### config.mk
export PLATFORM = sky130hd
export DESIGN_NAME = multicycle_control_flat
export DESIGN_NICKNAME = d
export VERILOG_FILES = /design/src/rtl/multicycle_control_pkg.sv /design/src/rtl/multicycle_control_if.sv /design/src/rtl/multicycle_control_alu_decoder.sv /design/src/rtl/multicycle_control.sv /design/src/flat_wrapper.sv
export SDC_FILE = /design/constraint.sdc
export NUM_CORES = 1
export LEC_CHECK = 0
export CORE_MARGIN = 2
export CORE_UTILIZATION = 30
export CTS_BUF_LIST = sky130_fd_sc_hd__clkbuf_16
export CTS_CLUSTER_SIZE = 16
export DETAILED_ROUTE_END_ITERATION = 7
export SLEW_MARGIN = 10
export SYNTH_ARGS = -nofsm -noshare
export SYNTH_HDL_FRONTEND = slang
export SYNTH_SLANG_ARGS = --single-unit
export TNS_END_PERCENT = 10
### constraint.sdc
create_clock -name clk -period 4.25 [get_ports clk]
set_input_delay 0.425 -clock clk [delete_from_list [all_inputs] [get_ports clk]]
set_output_delay 0.425 -clock clk [all_outputs]
set_load 0.01 [all_outputs]
### src/rtl/multicycle_control_pkg.sv
// Purpose : shared encodings for the multi-cycle RV64 control sequencer.
// Latency : n/a (types and constants only).
// Backpr. : n/a.
package mc_ctrl_pkg;

    typedef enum logic [3:0] {
        S_FETCH,
        S_DECODE,
        S_MEMADR,
        S_MEMREAD,
        S_MEMWB,
        S_MEMWRITE,
        S_EXEC_R,
        S_EXEC_I,
        S_ALUWB,
        S_BEQ
    } mc_state_t;

    // Supported major opcodes (instr[6:0])
    localparam logic [6:0] OP_LD    = 7'b0000011;
    localparam logic [6:0] OP_SD    = 7'b0100011;
    localparam logic [6:0] OP_RTYPE = 7'b0110011;
    localparam logic [6:0] OP_ITYPE = 7'b0010011;
    localparam logic [6:0] OP_BEQ   = 7'b1100011;

    // ALU operation codes
    localparam logic [2:0] ALU_ADD = 3'b000;
    localparam logic [2:0] ALU_SUB = 3'b001;
    localparam logic [2:0] ALU_AND = 3'b010;
    localparam logic [2:0] ALU_OR  = 3'b011;

    // alu_op requests from the FSM to the ALU decoder
    localparam logic [1:0] ALUOP_ADD   = 2'b00;
    localparam logic [1:0] ALUOP_SUB   = 2'b01;
    localparam logic [1:0] ALUOP_FUNCT = 2'b10;

    // Result mux
    localparam logic [1:0] RES_ALUOUT    = 2'b00;
    localparam logic [1:0] RES_MEMDATA   = 2'b01;
    localparam logic [1:0] RES_ALURESULT = 2'b10;

    // ALU A mux
    localparam logic [1:0] SRCA_PC    = 2'b00;
    localparam logic [1:0] SRCA_OLDPC = 2'b01;
    localparam logic [1:0] SRCA_RS1   = 2'b10;

    // ALU B mux
    localparam logic [1:0] SRCB_RS2  = 2'b00;
    localparam logic [1:0] SRCB_IMM  = 2'b01;
    localparam logic [1:0] SRCB_FOUR = 2'b10;

endpackage

### src/rtl/multicycle_control_if.sv
// Purpose : control bundle between the sequencer and the datapath / IR.
// Latency : n/a (wiring only).
// Backpr. : none; the sequencer never stalls.
// master = control sequencer (consumes instruction fields and zero, drives
// selects/enables); slave = datapath side.
interface multicycle_control_if;
    logic [6:0] opcode;
    logic [2:0] funct3;
    logic       funct7b5;
    logic       zero;
    logic       pc_write;
    logic       adr_src;
    logic       ir_write;
    logic       mem_write;
    logic       reg_write;
    logic [1:0] result_src;
    logic [1:0] alu_src_a;
    logic [1:0] alu_src_b;
    logic [2:0] alu_control;
    logic       illegal;

    modport master (
        input  opcode, funct3, funct7b5, zero,
        output pc_write, adr_src, ir_write, mem_write, reg_write,
               result_src, alu_src_a, alu_src_b, alu_control, illegal
    );

    modport slave (
        output opcode, funct3, funct7b5, zero,
        input  pc_write, adr_src, ir_write, mem_write, reg_write,
               result_src, alu_src_a, alu_src_b, alu_control, illegal
    );
endinterface

### src/rtl/multicycle_control_alu_decoder.sv
// Purpose : maps alu_op + funct3/funct7b5 to the 3-bit ALU control word.
// Latency : purely combinational.
// Backpr. : none.
// Ports: alu_op (00 add, 01 sub, 10 funct), funct3, funct7b5, is_rtype in;
//        alu_control, illegal out.
module alu_decoder
    import mc_ctrl_pkg::*;
(
    input  logic [1:0] alu_op,
    input  logic [2:0] funct3,
    input  logic       funct7b5,
    input  logic       is_rtype,
    output logic [2:0] alu_control,
    output logic       illegal
);
    always_comb begin
        alu_control = ALU_ADD;
        illegal     = 1'b0;
        unique case (alu_op)
            ALUOP_SUB: alu_control = ALU_SUB;
            ALUOP_FUNCT: begin
                unique case (funct3)
                    // funct7b5 selects SUB only for register-register ops;
                    // for addi it is just an immediate bit.
                    3'b000:  alu_control = (is_rtype && funct7b5) ? ALU_SUB : ALU_ADD;
                    3'b111:  alu_control = ALU_AND;
                    3'b110:  alu_control = ALU_OR;
                    default: illegal     = 1'b1;
                endcase
            end
            default: alu_control = ALU_ADD;
        endcase
    end
endmodule

### src/rtl/multicycle_control.sv
// Purpose : FSM sequencing the multi-cycle RV64 datapath (ld/sd/R/I/beq).
// Latency : ld 5, sd/R/I 4, beq 3, illegal opcode 2, illegal funct3 3 cycles.
// Backpr. : none; one state per clock, outputs forced to 0 while in reset.
// Ports: clk, rst_n (async active-low); ctl (master modport) carries the
// instruction fields and zero in, and all datapath selects/enables out.
module multicycle_control
    import mc_ctrl_pkg::*;
(
    input  logic                 clk,
    input  logic                 rst_n,
    multicycle_control_if.master ctl
);
    mc_state_t  state, state_nxt;
    logic [1:0] alu_op;
    logic [2:0] dec_alu_control;
    logic       dec_illegal;

    alu_decoder u_alu_decoder (
        .alu_op      (alu_op),
        .funct3      (ctl.funct3),
        .funct7b5    (ctl.funct7b5),
        .is_rtype    (state == S_EXEC_R),
        .alu_control (dec_alu_control),
        .illegal     (dec_illegal)
    );

    always_ff @(posedge clk or negedge rst_n) begin
        if (!rst_n) state <= S_FETCH;
        else        state <= state_nxt;
    end

    always_comb begin
        state_nxt       = state;
        alu_op          = ALUOP_ADD;
        ctl.pc_write    = 1'b0;
        ctl.adr_src     = 1'b0;
        ctl.ir_write    = 1'b0;
        ctl.mem_write   = 1'b0;
        ctl.reg_write   = 1'b0;
        ctl.result_src  = RES_ALUOUT;
        ctl.alu_src_a   = SRCA_PC;
        ctl.alu_src_b   = SRCB_RS2;
        ctl.illegal     = 1'b0;

        unique case (state)
            S_FETCH: begin
                ctl.ir_write   = 1'b1;
                ctl.pc_write   = 1'b1;
                ctl.alu_src_b  = SRCB_FOUR;
                ctl.result_src = RES_ALURESULT;
                state_nxt      = S_DECODE;
            end
            S_DECODE: begin
                // Branch target (old PC + imm) lands in the ALU-out register.
                ctl.alu_src_a = SRCA_OLDPC;
                ctl.alu_src_b = SRCB_IMM;
                unique case (ctl.opcode)
                    OP_LD, OP_SD: state_nxt = S_MEMADR;
                    OP_RTYPE:     state_nxt = S_EXEC_R;
                    OP_ITYPE:     state_nxt = S_EXEC_I;
                    OP_BEQ:       state_nxt = S_BEQ;
                    default: begin
                        ctl.illegal = 1'b1;
                        state_nxt   = S_FETCH;
                    end
                endcase
            end
            S_MEMADR: begin
                ctl.alu_src_a = SRCA_RS1;
                ctl.alu_src_b = SRCB_IMM;
                state_nxt     = (ctl.opcode == OP_LD) ? S_MEMREAD : S_MEMWRITE;
            end
            S_MEMREAD: begin
                ctl.adr_src = 1'b1;
                state_nxt   = S_MEMWB;
            end
            S_MEMWB: begin
                ctl.result_src = RES_MEMDATA;
                ctl.reg_write  = 1'b1;
                state_nxt      = S_FETCH;
            end
            S_MEMWRITE: begin
                ctl.adr_src   = 1'b1;
                ctl.mem_write = 1'b1;
                state_nxt     = S_FETCH;
            end
            S_EXEC_R, S_EXEC_I: begin
                alu_op        = ALUOP_FUNCT;
                ctl.alu_src_a = SRCA_RS1;
                ctl.alu_src_b = (state == S_EXEC_I) ? SRCB_IMM : SRCB_RS2;
                ctl.illegal   = dec_illegal;
                // An unsupported funct3 skips writeback entirely.
                state_nxt     = dec_illegal ? S_FETCH : S_ALUWB;
            end
            S_ALUWB: begin
                ctl.reg_write = 1'b1;
                state_nxt     = S_FETCH;
            end
            S_BEQ: begin
                alu_op        = ALUOP_SUB;
                ctl.alu_src_a = SRCA_RS1;
                ctl.pc_write  = ctl.zero;
                state_nxt     = S_FETCH;
            end
            default: state_nxt = S_FETCH;
        endcase

        ctl.alu_control = dec_alu_control;

        // Reset must not leak a write enable or pulse onto the datapath.
        if (!rst_n) begin
            ctl.pc_write    = 1'b0;
            ctl.adr_src     = 1'b0;
            ctl.ir_write    = 1'b0;
            ctl.mem_write   = 1'b0;
            ctl.reg_write   = 1'b0;
            ctl.result_src  = 2'b00;
            ctl.alu_src_a   = 2'b00;
            ctl.alu_src_b   = 2'b00;
            ctl.alu_control = 3'b000;
            ctl.illegal     = 1'b0;
        end
    end
endmodule

### src/flat_wrapper.sv
// flat-port wrapper written by rule: the top's interface ports become plain ports
module multicycle_control_flat import mc_ctrl_pkg::*;
  (clk, rst_n, ctl_opcode, ctl_funct3, ctl_funct7b5, ctl_zero, ctl_pc_write, ctl_adr_src, ctl_ir_write, ctl_mem_write, ctl_reg_write, ctl_result_src, ctl_alu_src_a, ctl_alu_src_b, ctl_alu_control, ctl_illegal);
  multicycle_control_if ctl_i ();
  input  logic clk;
  input  logic rst_n;
  input wire logic [$bits(ctl_i.opcode)-1:0] ctl_opcode;
  input wire logic [$bits(ctl_i.funct3)-1:0] ctl_funct3;
  input wire logic [$bits(ctl_i.funct7b5)-1:0] ctl_funct7b5;
  input wire logic [$bits(ctl_i.zero)-1:0] ctl_zero;
  output wire logic [$bits(ctl_i.pc_write)-1:0] ctl_pc_write;
  output wire logic [$bits(ctl_i.adr_src)-1:0] ctl_adr_src;
  output wire logic [$bits(ctl_i.ir_write)-1:0] ctl_ir_write;
  output wire logic [$bits(ctl_i.mem_write)-1:0] ctl_mem_write;
  output wire logic [$bits(ctl_i.reg_write)-1:0] ctl_reg_write;
  output wire logic [$bits(ctl_i.result_src)-1:0] ctl_result_src;
  output wire logic [$bits(ctl_i.alu_src_a)-1:0] ctl_alu_src_a;
  output wire logic [$bits(ctl_i.alu_src_b)-1:0] ctl_alu_src_b;
  output wire logic [$bits(ctl_i.alu_control)-1:0] ctl_alu_control;
  output wire logic [$bits(ctl_i.illegal)-1:0] ctl_illegal;
  assign ctl_i.opcode = ctl_opcode;
  assign ctl_i.funct3 = ctl_funct3;
  assign ctl_i.funct7b5 = ctl_funct7b5;
  assign ctl_i.zero = ctl_zero;
  assign ctl_pc_write = ctl_i.pc_write;
  assign ctl_adr_src = ctl_i.adr_src;
  assign ctl_ir_write = ctl_i.ir_write;
  assign ctl_mem_write = ctl_i.mem_write;
  assign ctl_reg_write = ctl_i.reg_write;
  assign ctl_result_src = ctl_i.result_src;
  assign ctl_alu_src_a = ctl_i.alu_src_a;
  assign ctl_alu_src_b = ctl_i.alu_src_b;
  assign ctl_alu_control = ctl_i.alu_control;
  assign ctl_illegal = ctl_i.illegal;
  multicycle_control u_core (.clk(clk), .rst_n(rst_n), .ctl(ctl_i));
endmodule
Word level (Yosys, flattened, before mapping) --
Index checks and enable logic that the tools add are counted.
Storage, ports and cells: register bits 4, input bits 14, output and inout bits 15, word-level logic and storage cells 61
Operators by class: equal/unequal tests 18, multiplexer cells 31, reductions and logical operators 11
Operators with widths (number):
- one-hot mux 4 bit (5 select lines) | 1
- equality test 4 x 3 -> 1 bit, second input constant | 4
- one-hot mux 2 bit (2 select lines) | 4
- one-hot mux 4 bit (4 select lines) | 1
- 2-to-1 mux 1 bit | 15
- equality test 7 x 6 -> 1 bit, second input constant | 2
- one-hot mux 2 bit (3 select lines) | 2
- OR reduction 2 bit | 5
- equality test 4 x 2 -> 1 bit, second input constant | 2
- equality test 4 bit, second input constant | 2
- 2-to-1 mux 2 bit | 4
- equality test 7 x 2 -> 1 bit, second input constant | 1
- equality test 7 x 5 -> 1 bit, second input constant | 1
- equality test 7 bit, second input constant | 1
- equality test 3 bit, second input constant | 2
- OR reduction 5 bit | 1
- equality test 4 x 1 -> 1 bit, second input constant | 1
- logical NOT 4 bit | 1
- 2-to-1 mux 4 bit | 1
- one-hot mux 1 bit (2 select lines) | 2
- OR reduction 4 bit | 1
- logical NOT 3 bit | 1
- 2-to-1 mux 3 bit | 1
- OR reduction 3 bit | 1
- other kinds (3) | 3

Longest topological paths before layout --
Gate-level depths: netlist of run 1.
word-level depth 7, gate-level depth with buffers 7, depth with buffers taken out 6

Modules after synthesis --
From an unflattened synthesis of run 1, not the netlist that was laid out.
Second synthesis, totals: cell total of the unflattened synthesis 72, area, all modules 583.1 sq um
Modules (own cells, without submodules):
- multicycle_control | instances 1, cells an instance 57, area each 480.5 sq um
- alu_decoder | instances 1, cells an instance 15, area each 102.6 sq um

Least setup slack after synthesis of run 1 --
No wires, ideal clock.
path kind reg2out, start point reg u_core.state[2], end point out ctl_alu_control[0], arrival 1397 ps, data required time 3825 ps, slack 2428 ps, stages on the path, launching flop included 6, path through dfrtp_1 buf_2 nor2b_4 nand3b_1 ha_1 nor4b_2
Between the ends: longest elaborated chain between the ends 6
Ends and longest elaborated chain:
- from (decl) | RTL line multicycle_control.sv:13 | mc_state_t state, state_nxt;
- from (signal assigned) | RTL line multicycle_control.sv:29 | else state <= state_nxt;
- equality test 4 x 3 -> 1 bit, on equally long branches | RTL line multicycle_control.sv:22, multicycle_control.sv:45
- OR reduction 2 bit or logical AND 1 bit (tied branches) | RTL line multicycle_control.sv:45, multicycle_control_alu_decoder.sv:25
- one-hot mux 2 bit (2 select lines) or 2-to-1 mux 1 bit (tied branches) | RTL line multicycle_control.sv:45, multicycle_control_alu_decoder.sv:25
- equality test 2 bit (tied with other cells) | RTL line multicycle_control_alu_decoder.sv:19 | unique case (alu_op)
- one-hot mux 2 bit (2 select lines) (*) | RTL line multicycle_control_alu_decoder.sv:19
- 2-to-1 mux 2 bit (*) | RTL line multicycle_control.sv:111 | if (!rst_n) begin
- to (decl) | RTL line flat_wrapper.sv:19 | output wire logic [$bits(ctl_i.alu_control)-1:0] ctl_alu_control;
Every way passes the cells marked *; elsewhere a longest branch is shown, timed or not.

Worst setup path after layout of run 1 --
start point reg u_core.state[0], end point out ctl_alu_control[0]
Same word-level chain as after synthesis.

==> reports/results.tsv, run 1 <==
metric	value	unit
path_clk_slew	30	ps
ys_seq_area_share	17.4	%
first_iter_violations	14	
grt_pass1_wl	2.18	mm
status	finished, final reports clean	
whs	495	ps
syn_avg_cell_area	8.22	um2
cts-root-buf	clkbuf_16	
io_pins	29	
portBuffers	27	
largest_register_ff_count	4	
critPathRequiredTime	3830	ps
dp_hpwl	1.06	mm
cp-endpoint	ctl_alu_control[0]	
reg2regPathDepth	4	
synth-simple-area-share	44.3	%
vias_per_cell	5.03	
fin_tns_setup	0	ps
cts_resized	0	
cts_buffer_depth	2	
rsz0062_at_grt	false	
insertion_delay	220	ps
syn_to_final_growth	56.5	%
hold_buffers	0	
powerDensity	377	nW/um2
drv_cap	0	
reg.largest.list	u_core.state: 4 flops	
rr_startpoint	u_core.state[2]	
routed_wl	1.43	mm
final_nets	111	
internal_power	241	uW
p_comb_share	38.2	%
critical_path_class	flip-flop to primary output	
synth_edf_count	0	
grt_start_max_net_pins	13	
power_switching	98.9	uW
peakVddDrop	0.172	mV
postCtsSetupRepairBufs	0	
core	1760	um2
globalRouteOverflowTotal	0	
syn_nets	86	
antenna_found_initial	0	
switching_share	29.1	%
yosysWarnings	0	
largest_register	u_core.state	
die_w	47.8	um
syn_inst	70	
synth_cell_types	38	
track_usage	13.7	%
synth_xor_area_share	4.57	%
wl_per_cell	12.2	um
n_antenna_cell	0	
ctsHtreeMaxLevel	1	
max_freq	0.367	GHz
cp-startpoint	u_core.state[0]	
hold_class	primary input to asynchronous set/reset pin	
reg2reg_slack	2730	ps
initial_core_util	32.6	%
cp-end-kind	primary output	
async_reset_ff_share	100	%
rr_endpoint	u_core.state[3]	
clock_skew	2.01	ps
die_area	2280	um2
post-route-min-period	2720	ps
ys_seq_elements	4	
synthFlopType	dfrtp_1	
synthMuxAreaShare	1.74	%
worstPathMaxFanout	11	
routabilityCongestion	0.775	
numCtsBuffers	3	
power_frac_seq	18.6	%
antenna_left	0	
setup.worst_path.start_class	flip-flop	
num_rows	15	
synth_compound_area_share	15.4	%
timing.final.crit_share	64.1	%
finalSetupViolations	0	
routed-via-count	593	
final-hold-violation-count	0	
nFillCells	174	
grt_pass1_vias	553	
syn_area	576	um2
fp.dieH	47.8	um
clkPwrFrac	43.3	%
cts_sinks	4	
drive_above_1_share	10.8	%
critPathArrivalTime	2300	ps
cts_tree	yes	
p_leak	0.371	nW
synth_top_family_by_area	simple AND/OR/NAND/NOR gates	
synthAdderAreaFrac	4.35	%
finalMaxSlewViolations	0	
drcViolationCount	0	
first_pass_iters	2	
[layout by cell type, fill, tap and decap left out, drive strengths merged]
master / Yosys / layout
xor2: 2 / 2
o211a: 1 / 1
nor2b: 2 / 2
nand2b: 1 / 1
and2b: 2 / 2
xnor2: 1 / 1
nor4bb: 1 / 1
o32ai: 1 / 1
clkdlybuf4s50: 0 / 27
o21a: 1 / 1
a21oi: 3 / 3
nor4: 1 / 1
clkbuf: 0 / 3
nand3b: 2 / 2
o2bb2ai: 1 / 1
nand3: 5 / 5
or3: 1 / 1
and3: 6 / 6
ha: 2 / 2
and3b: 1 / 1
nor2: 5 / 5
inv: 4 / 4
dfrtp: 4 / 4
nand4bb: 1 / 1
a21boi: 1 / 1
nor3b: 2 / 2
mux2i: 1 / 1
nor3: 1 / 1
nand2: 2 / 2
o21ai: 2 / 2
a221oi: 1 / 1
nor4b: 3 / 3
conb: 1 / 1
o22ai: 1 / 1
[power by group through the flow]
stage	Combinational (mW)	Sequential, mW	Clock [mW]
floorplan	0.0947	0.0471	0
global placement	0.132	0.0635	0
detailed placement	0.130	0.0632	0
CTS	0.131	0.0634	0.149
global route	0.141	0.0658	0.152
finish	0.130	0.0631	0.147
[Yosys cell counts (2+ instances only)]
cell type	number	area (um2)
and3_1	6	37.5
nand3_1	5	25.0
nor2_1	5	18.8
buf_4	4	30.0
dfrtp_1	4	100
inv_1	4	15.0
a21oi_1	3	15.0
nor4b_2	3	45.0
buf_2	2	10.0
ha_1	2	25.0
nand2_1	2	7.51
nand3b_1	2	15.0
nor3b_1	2	15.0
xor2_1	2	17.5
[stage by stage]
step	instance area, um2	setup slack [ps]	power (mW)	utilization [%]	cells
finish	901	1530	0.340	51.1	118
global route	901	1340	0.360	51.1	118
CTS	901	1500	0.343	51.1	118
detailed placement	826	1670	0.194	46.8	115
global placement	826	1640	0.195	46.8	115
floorplan	576	2430	0.142	-	70
[layout make-up]
| cell class | instances | area [um2] | share of cell area [%] |
|---|---|---|---|
| Multi-Input combinational cell | 55 | 409 | 45.4 |
| Timing Repair Buffer | 27 | 270 | 30.0 |
| Sequential cell | 4 | 100 | 11.1 |
| Clock buffer | 3 | 75.1 | 8.33 |
| Tap cell | 25 | 31.3 | 3.47 |
| Inverter | 4 | 15.0 | 1.67 |
[how the worst min path moves through the flow]
stage | from | end | slack [ps] | cells past startpoint
finish | rst_n | u_core.state[1] | 500 | 1
global route | rst_n | u_core.state[1] | 510 | 1
CTS | rst_n | u_core.state[1] | 500 | 1
detailed placement | u_core.state[3] | u_core.state[0] | 670 | 1
global placement | u_core.state[3] | u_core.state[0] | 670 | 1
floorplan | rst_n | u_core.state[0] | 130 | 0
[kinds of logic (layout without fill, tap and decap cells)]
| logic type | after synthesis | after routing |
|---|---|---|
| adder cells (fa/ha/maj) | 2 | 2 |
| buffers and inverters | 11 | 34 |
| XOR/XNOR | 3 | 3 |
| other | 1 | 1 |
| flip-flops | 4 | 4 |
| multiplexers | 1 | 1 |
| AO/OA/AOI/OAI | 12 | 12 |
| AND/OR/NAND/NOR | 36 | 36 |
[critical path, cell delays in order, from the launching register on]
cell,delay (ps)
dfrtp_1,580
nor2b_4,240
nand3b_1,110
inv_1,100
ha_1,180
a221oi_2,50
nor4b_2,250
clkdlybuf4s50_1,570
[per-layer routing]
metal / vias up / track usage, % / wire (um)
li1: 295 / - / -
met1: 279 / 15.2 / 642
met4: 0 / 4.86 / 0
met3: 0 / 3.77 / 85
met5: - / 0 / 0
met2: 19 / 24.8 / 705
No activity file was read; power rests on OpenSTA's default activity.
==> run 2: changes to the inputs <==
Settings changed: PLACE_DENSITY set to 0.65.
Clock period 4.25 ns to 2.2 ns, I/O delays scaled along.
==> run 2 against run 1 <==
Compared with the run above: sequential cell count unchanged; clock-buffer cell count did not move; highest routed layer is now met4; global-route usage increased by 0.15 points; register-to-register slack worse by 1800 ps; setup slack got worse by 1300 ps; combinational power is 130% higher.
==> reports/results.tsv, run 2 (synthesized netlist as in run 1, its figures left out) <==
metric	value	unit
status	finished, final reports clean	
wl_per_cell	12.2	um
routed_wl	1.53	mm
cp-startpoint	u_core.state[2]	
path_clk_slew	30	ps
final_cell_count_no_fill	125	
num_rows	15	
rsz0062_at_grt	false	
finalMaxSlewViolations	0	
cts-root-buf	clkbuf_16	
finalSetupViolations	0	
largest_register_ff_count	4	
timing.final.crit_share	90.3	%
fp.dieH	47.8	um
die_w	47.8	um
dp_hpwl	1.18	mm
initial_core_util	32.6	%
critPathArrivalTime	1770	ps
fin_tns_setup	0	ps
n_antenna_cell	0	
hold_buffers	0	
routabilityCongestion	0.830	
dp.cells	121	
path_delay_family	simple AND/OR/NAND/NOR gates	
cpPeakStageDelay	430	ps
clock_skew	2.73	ps
post-route-min-period	1990	ps
grt_pass1_vias	543	
insertion_delay	220	ps
grt_pass1_wl	2.18	mm
multiInputGateArea	412	um2
first_iter_violations	14	
grt_start_max_net_pins	10	
reg2regPathDepth	4	
worstPathMaxFanout	4	
hold_class	primary input to asynchronous set/reset pin	
drv_cap	0	
cp.depth	4	
setup.worst_path.start_class	flip-flop	
pre_cts_ws	27.7	ps
reg2reg_slack	890	ps
vias_per_cell	4.83	
drcViolationCount	0	
first_pass_iters	4	
die_area	2280	um2
largest_register	u_core.state	
p_leak	0.427	nW
peakVddDrop	0.363	mV
cts_sinks	4	
critical_path_class	flip-flop to primary output	
worst_slack	213	ps
final_cell_mix	25 x clkdlybuf4s50_1, 7 x buf_4, 6 x and3_1	
path_buf_inv	1	
numCtsBuffers	3	
worstPathCellList	and3b_2 -> ha_1 -> nor4b_2 -> dlygate4sd2_1	
critPathRequiredTime	1980	ps
cp-end-kind	primary output	
powerDensity	702	nW/um2
rr_startpoint	u_core.state[0]	
place_area	871	um2
portBuffers	27	
track_usage	13.9	%
core	1760	um2
routed-via-count	604	
globalRouteOverflowTotal	0	
rr_endpoint	u_core.state[2]	
final_nets	118	
syn_to_final_growth	66.5	%
nFillCells	172	
antenna_found_initial	0	
reg.largest.list	u_core.state: 4 flops	
slowest_stage	dfrtp_2	
regArea	101	um2
cts_tree	yes	
antenna_left	0	
drive_above_1_share	19.0	%
io_pins	29	
max_freq	0.503	GHz
ctsHtreeMaxLevel	1	
final_common_cell	clkdlybuf4s50_1	
cp-endpoint	ctl_alu_control[0]	
fin_area	958	um2
cts_buffer_depth	2	
final-hold-violation-count	0	
-- run 2: cell types whose count changed in the layout (fill, tap and decap cells not counted), sizes merged --
cell | previous run | this run
dlygate4sd2 | 0 | 1
dlymetal6s2s | 0 | 1
clkdlybuf4s50 | 27 | 25
buf | 0 | 7
-- run 2: worst min-delay path by stage --
stage / start / end / slack [ps] / cells after the start
final: rst_n / u_core.state[1] / 410 / 2
after global routing: rst_n / u_core.state[1] / 420 / 2
after CTS: rst_n / u_core.state[1] / 410 / 2
after detailed placement: u_core.state[3] / u_core.state[0] / 620 / 2
after global placement: u_core.state[3] / u_core.state[0] / 610 / 2
after floorplan: rst_n / u_core.state[0] / -80 / 0
-- run 2: per-layer routing --
layer	part of all wire [%]	global-route usage [%]
met5	0	0
met4	1.0	5.95
met3	6.6	4.15
met2	48	23.2
met1	44	16.3
-- run 2: repair_timing --
item                       4_1_cts  5_1_grt
buffers inserted                 0        1
resized for setup                3        1
setup endpoints to repair        2        1
hold endpoints to repair         0        0
-- run 2: cell type report --
class                   instances  share of cell area (%)
inverters                       4                    1.57
well taps                      25                    3.26
repair buffers                 34                    33.8
flip-flops and latches          4                    10.6
multi-input cells              55                    43.0
clock buffers                   3                    7.83
-- run 2: power breakdown --
group          total, mW  switching, mW  internal [mW]
Clock              0.282         0.0499          0.232
Sequential        0.0944        0.00959         0.0848
Combinational      0.296          0.133          0.164
Total              0.673          0.192          0.481
-- run 2: per-stage QoR --
stage / hold slack, ps / total power, mW / util (%)
floorplan: -75.6 / 0.274 / -
global placement: 610 / 0.391 / 49.4
detailed placement: 619 / 0.392 / 49.4
CTS: 408 / 0.681 / 53.8
global route: 423 / 0.715 / 54.3
finish: 406 / 0.673 / 54.3
